--- src/rtl/unsort_scatter.sv ---
// Scatters a sorted frame back to original positions: buffer[index[j]] = data[j], LANES entries per clock.
// Optional duplicate-write detection is enabled by defining UNSORT_DUP_CHECK_EN; NETWORK_WIDTH/INDEX_WIDTH track core_params.svh.
module unsort_scatter #(
    parameter int SIZE          = 4,
    parameter int LANES         = 1,
    parameter int NETWORK_WIDTH = 16,
    parameter int INDEX_WIDTH   = 3
) (
    input  logic                                clk,
    input  logic                                reset_n,
    input  logic                                start,
    input  logic [SIZE-1:0][NETWORK_WIDTH-1:0]  data_in,
    input  logic [SIZE-1:0][INDEX_WIDTH-1:0]    index_in,
    input  logic                                ack,
    output logic                                busy,
    output logic                                done,
    output logic [SIZE-1:0][NETWORK_WIDTH-1:0]  data_out,
    output logic                                err_range,
    output logic                                err_dup
);

    localparam int NCYC = (SIZE + LANES - 1) / LANES;
    localparam int CW   = (NCYC > 1) ? $clog2(NCYC) : 1;
    localparam int SW   = (SIZE > 1) ? $clog2(SIZE) : 1;

    typedef enum logic [1:0] {S_IDLE, S_SCATTER, S_DONE} state_t;

    state_t                              r_state;
    state_t                              w_state_next;
    logic [CW-1:0]                       r_cycle;
    logic [SIZE-1:0][NETWORK_WIDTH-1:0]  r_data;
    logic [SIZE-1:0][INDEX_WIDTH-1:0]    r_index;
    logic [SIZE-1:0][NETWORK_WIDTH-1:0]  r_buf;
    logic [SIZE-1:0][NETWORK_WIDTH-1:0]  w_buf_next;
    logic                                r_err_range;
    logic                                w_range_hit;
    logic                                w_accept;
    logic                                w_last;
    logic [SW-1:0]                       w_pos;
    int                                  w_j;

`ifdef UNSORT_DUP_CHECK_EN
    logic [SIZE-1:0]                     r_written;
    logic [SIZE-1:0]                     w_mark;
    logic                                r_err_dup;
    logic                                w_dup_hit;
`endif

    // A start is only honoured outside SCATTER; in DONE it doubles as the ack.
    assign w_accept = start && (r_state != S_SCATTER);
    assign w_last   = (r_cycle == CW'(NCYC - 1));

    always_ff @(posedge clk or negedge reset_n) begin
        // NOTE: sequential state uses non-blocking assignments so every flop samples pre-edge values.
        if (!reset_n) r_state <= S_IDLE;
        else          r_state <= w_state_next;
    end

    always_comb begin
        w_state_next = r_state;
        case (r_state)
            S_IDLE:    if (start)  w_state_next = S_SCATTER;
            S_SCATTER: if (w_last) w_state_next = S_DONE;
            S_DONE: begin
                if (start)    w_state_next = S_SCATTER;
                else if (ack) w_state_next = S_IDLE;
            end
            default:          w_state_next = S_IDLE;
        endcase
    end

    always_comb begin
        busy = (r_state == S_SCATTER);
        done = (r_state == S_DONE);
    end

    // Lanes are walked in ascending order, so a higher lane overwrites a lower one.
    always_comb begin
        // NOTE: every combinational output gets a default first so no latch is inferred.
        w_buf_next  = r_buf;
        w_range_hit = 1'b0;
        w_pos       = '0;
        w_j         = 0;
`ifdef UNSORT_DUP_CHECK_EN
        w_mark      = r_written;
        w_dup_hit   = 1'b0;
`endif
        if (r_state == S_SCATTER) begin
            for (int k = 0; k < LANES; k++) begin
                w_j = int'(r_cycle) * LANES + k;
                if (w_j < SIZE) begin
                    if (int'(r_index[SW'(w_j)]) >= SIZE) begin
                        w_range_hit = 1'b1;
                    end else begin
                        w_pos             = SW'(r_index[SW'(w_j)]);
                        w_buf_next[w_pos] = r_data[SW'(w_j)];
`ifdef UNSORT_DUP_CHECK_EN
                        if (w_mark[w_pos]) w_dup_hit = 1'b1;
                        w_mark[w_pos] = 1'b1;
`endif
                    end
                end
            end
        end
    end

    always_ff @(posedge clk or negedge reset_n) begin
        // NOTE: the result buffer is a flop array, not a RAM, so resetting it is legal and cheap.
        if (!reset_n) begin
            r_data      <= '0;
            r_index     <= '0;
            r_buf       <= '0;
            r_cycle     <= '0;
            r_err_range <= 1'b0;
        end else if (w_accept) begin
            r_data      <= data_in;
            r_index     <= index_in;
            r_buf       <= '0;
            r_cycle     <= '0;
            r_err_range <= 1'b0;
        end else if (r_state == S_SCATTER) begin
            r_buf       <= w_buf_next;
            r_cycle     <= r_cycle + CW'(1);
            r_err_range <= r_err_range | w_range_hit;
        end
    end

`ifdef UNSORT_DUP_CHECK_EN
    always_ff @(posedge clk or negedge reset_n) begin
        if (!reset_n) begin
            r_written <= '0;
            r_err_dup <= 1'b0;
        end else if (w_accept) begin
            r_written <= '0;
            r_err_dup <= 1'b0;
        end else if (r_state == S_SCATTER) begin
            r_written <= w_mark;
            r_err_dup <= r_err_dup | w_dup_hit;
        end
    end

    assign err_dup = r_err_dup;
`else
    assign err_dup = 1'b0;
`endif

    assign data_out  = r_buf;
    assign err_range = r_err_range;

endmodule
--- config.mk ---
export PLATFORM = sky130hd
export DESIGN_NAME = unsort_scatter
export DESIGN_NICKNAME = d
export VERILOG_FILES = /design/src/rtl/unsort_scatter.sv
export SDC_FILE = /design/constraint.sdc
export NUM_CORES = 1
export LEC_CHECK = 0
export ABC_CLOCK_PERIOD_IN_PS = 2300
export BUFFER_PORTS_ARGS = -buffer_cell sky130_fd_sc_hd__buf_2
export CORE_MARGIN = 2
export CORE_UTILIZATION = 35
export CTS_BUF_LIST = sky130_fd_sc_hd__clkbuf_8
export CTS_CLUSTER_SIZE = 30
export DETAILED_ROUTE_END_ITERATION = 10
export HOLD_SLACK_MARGIN = 0.03
export PLACE_DENSITY_LB_ADDON = 0.3
export SKIP_LAST_GASP = 1
export SYNTH_ARGS = -nofsm -noshare
export SYNTH_HDL_FRONTEND = slang
export SYNTH_SLANG_ARGS = --single-unit
--- constraint.sdc ---
create_clock -name clk -period 2.3 [get_ports clk]
set_clock_uncertainty 0.15 [all_clocks]
set_input_delay 0 -clock clk [delete_from_list [all_inputs] [get_ports clk]]
set_output_delay 0 -clock clk [all_outputs]
set_load 0.02 [all_outputs]
==> qor.yml <==
cts_tree: "yes"
grtUsageTotal: 0.187
ys_seq_area_frac: 0.586
post_cts_buffers: 0
place_inst: 801
routed_wirelength_um: 17000
multi_input_area_um2: 2370
grt_pass1_wl_um: 26500
io_pins: 148
setup_viol: 0
status: "complete, no violations"
drt_first_pass_iters: 5
syn_nets: 534
worstSetupEndpointType: "flop"
crit_slowest_cell: "mux4_1"
dr_wl_met3_um: 1080
wl_met2_um: 8190
clkTransAtPathRegs_ps: 80
power_density_nw_per_um2: 1390
avgSynthCellArea_um2: 13.7
n_antenna_cell: 0
first_iter_violations: 313
m1WireLength_um: 7530
ys.warnings.count: 0
routed_via_density: 5.26
portBuffers: 146
synth_seq_cells: 145
path_cells: "mux4_1 -> nand3b_1 -> o22ai_1"
grt_max_degree: 78
htreeDepth: 4
crit_buf_inv: 0
overflow: 0
antenna_found_initial: 0
slew_headroom: 0.622
cp.arrival_ps: 2300
grt_pass1_vias: 4851
die_w_um: 137
rsz0062_at_grt: "no"
start_util: 0.358
vdd_drop_max_mv: 0.624
syn-cell-area_um2: 6200
placed_area_um2: 7210
required_ps: 2500
insertion_delay_ps: 440
worst_pin_slew_ps: 568
core_um2: 17300
fin_crit_sh: 0.914
fin_area_um2: 8450
synth_cell_types: 25
final_core_util: 0.488
tns_ps: 0
finalHoldViolations: 0
cpLargestDelayFamily: "multiplexers"
period_minus_slack_ps: 2100
gp_congestion: 0.775
drc_errors: 0
die_area_um2: 18800
dp.final_hpwl_um: 11300
cts_buffers: 17
fin_nets: 757
avgRoutedWirePerCell_um: 18.6
cts_sinks: 145
drv_cap: 0
r2r_slack_ps: 200
critPathKind: "flop to flop"
clock.fmax_mhz: 476
synthToLayoutAreaGrowth_pct: 36.3
postSynthCellCount: 453
drv_slew: 0
layout.cells.non_filler: 914
critPathMaxFanout: 10
holdCritPathClass: "input port to flop"
vias: 4808
ant_nets: 0
rows: 48
nFillCells: 1567
drive_gt1_frac: 0.424
routed.top_layer: "met4"
crit_path_start_kind: "flop"
leakagePower_nw: 3.82
final-seq-area_um2: 3630
max_stage_delay_ps: 770
cts-root-buf: "clkbuf_8"
cts_buffer_depth: 2
die_height_um: 137
==> layout by cell type, fill, tap and decap left out, types with 2 or more instances in the layout <==
master	netlist	routed
buf_4	2	17
clkbuf_8	0	20
o22ai_1	65	65
mux2_2	76	76
o21ai_0	65	65
buf_12	0	4
nand3b_1	16	16
nand2b_1	3	3
dfrtp_1	145	144
nor4b_4	2	2
mux4_1	7	7
mux4_2	12	13
nand2_1	4	4
clkinv_4	0	2
nor2_1	3	2
buf_2	16	145
clkinv_2	0	3
inv_1	2	4
dlygate4sd3_1	0	80
bufinv_16	0	3
==> registers in the layout (all words and copies together) (netlist names) <==
register and cells:
data_out 64, r_data 64, r_index 12, r_cycle 2
r_state 2, err_range 1
==> metal layers <==
metal  track usage  vias to the layer above
met5             0                        -
met4        0.0584                        0
met3        0.0396                       19
met2         0.295                      171
met1         0.258                     2451
li1              -                     2167
==> through the flow <==
stage / hold slack (ps) / power, mW / setup WS (ps)
finish: 170 / 11.8 / 198
global route: 138 / 12.5 / 72.8
CTS: 127 / 11.8 / 45.7
detailed placement: -145 / 9.58 / 8.45
global placement: -157 / 9.37 / 125
floorplan: -446 / 7.90 / 183
==> cell families after synthesis <==
| logic type | Yosys count | share of synthesized area |
|---|---|---|
| compound gates | 132 | 0.120 |
| fa+ha+maj | 1 | 0.00202 |
| buf+inv | 46 | 0.0371 |
| flops | 145 | 0.586 |
| mux | 96 | 0.213 |
| other cells | 1 | 0.000605 |
| simple gates | 32 | 0.0414 |
==> worst paths after layout <==
path,end,from,cells after the start
worst max-delay path,data_out[34],r_cycle[0],3
worst min-delay path,r_data[20],data_in[20],3
worst max register to register,data_out[34],r_cycle[0],3
worst min register to register,r_state[0],r_state[0],1
max in group asynchronous,data_out[40],reset_n,4
min in group asynchronous,r_data[1],reset_n,3
==> final cells by class <==
cell class / count / area share
Tap cell: 225 / 0.0333
Multi-Input combinational cell: 263 / 0.280
Sequential cell: 145 / 0.430
Timing Repair Buffer: 247 / 0.207
Clock buffer: 20 / 0.0326
Clock inverter: 12 / 0.0167
Inverter: 2 / 0.000888
==> what timing repair did <==
item / in CTS / in global routing
resized for setup: 1 / 2
endpoints found under the hold margin: 222 / 0
endpoints found under the setup margin: 1 / 51
hold buffers: 80 / 0
gates cloned: 0 / 1
==> tightest hold or removal path: cells and delay by family <==
kind / cells / cell delay, ps
buf+inv: 2 / 600
mux: 1 / 120
==> where the power goes <==
| part | switching [mW] | total (mW) | internal (mW) |
|---|---|---|---|
| logic | 3.01 | 5.46 | 2.45 |
| registers | 0.600 | 4.22 | 3.62 |
| clock network | 0.936 | 2.08 | 1.15 |
| total | 4.54 | 11.8 | 7.22 |
==> synthesized netlist by cell type <==
library cell,count,area (um^2)
a21oi_1,1,5.00
a22o_1,1,8.76
and4b_1,1,10.0
buf_2,16,80.1
buf_4,2,15.0
buf_6,4,45.0
clkbuf_1,22,82.6
conb_1,1,3.75
dfrtp_1,145,3630
ha_1,1,12.5
inv_1,2,7.51
mux2_2,76,856
mux2i_1,1,10.0
mux4_1,7,184
mux4_2,12,270
nand2_1,4,15.0
nand2b_1,3,18.8
nand3b_1,16,120
nor2_1,3,11.3
nor2b_1,1,6.26
nor4_4,1,21.3
nor4b_4,2,47.6
o21ai_0,65,325
o22ai_1,65,407
or2_1,1,6.26
(Power assumes the default switching activity.)
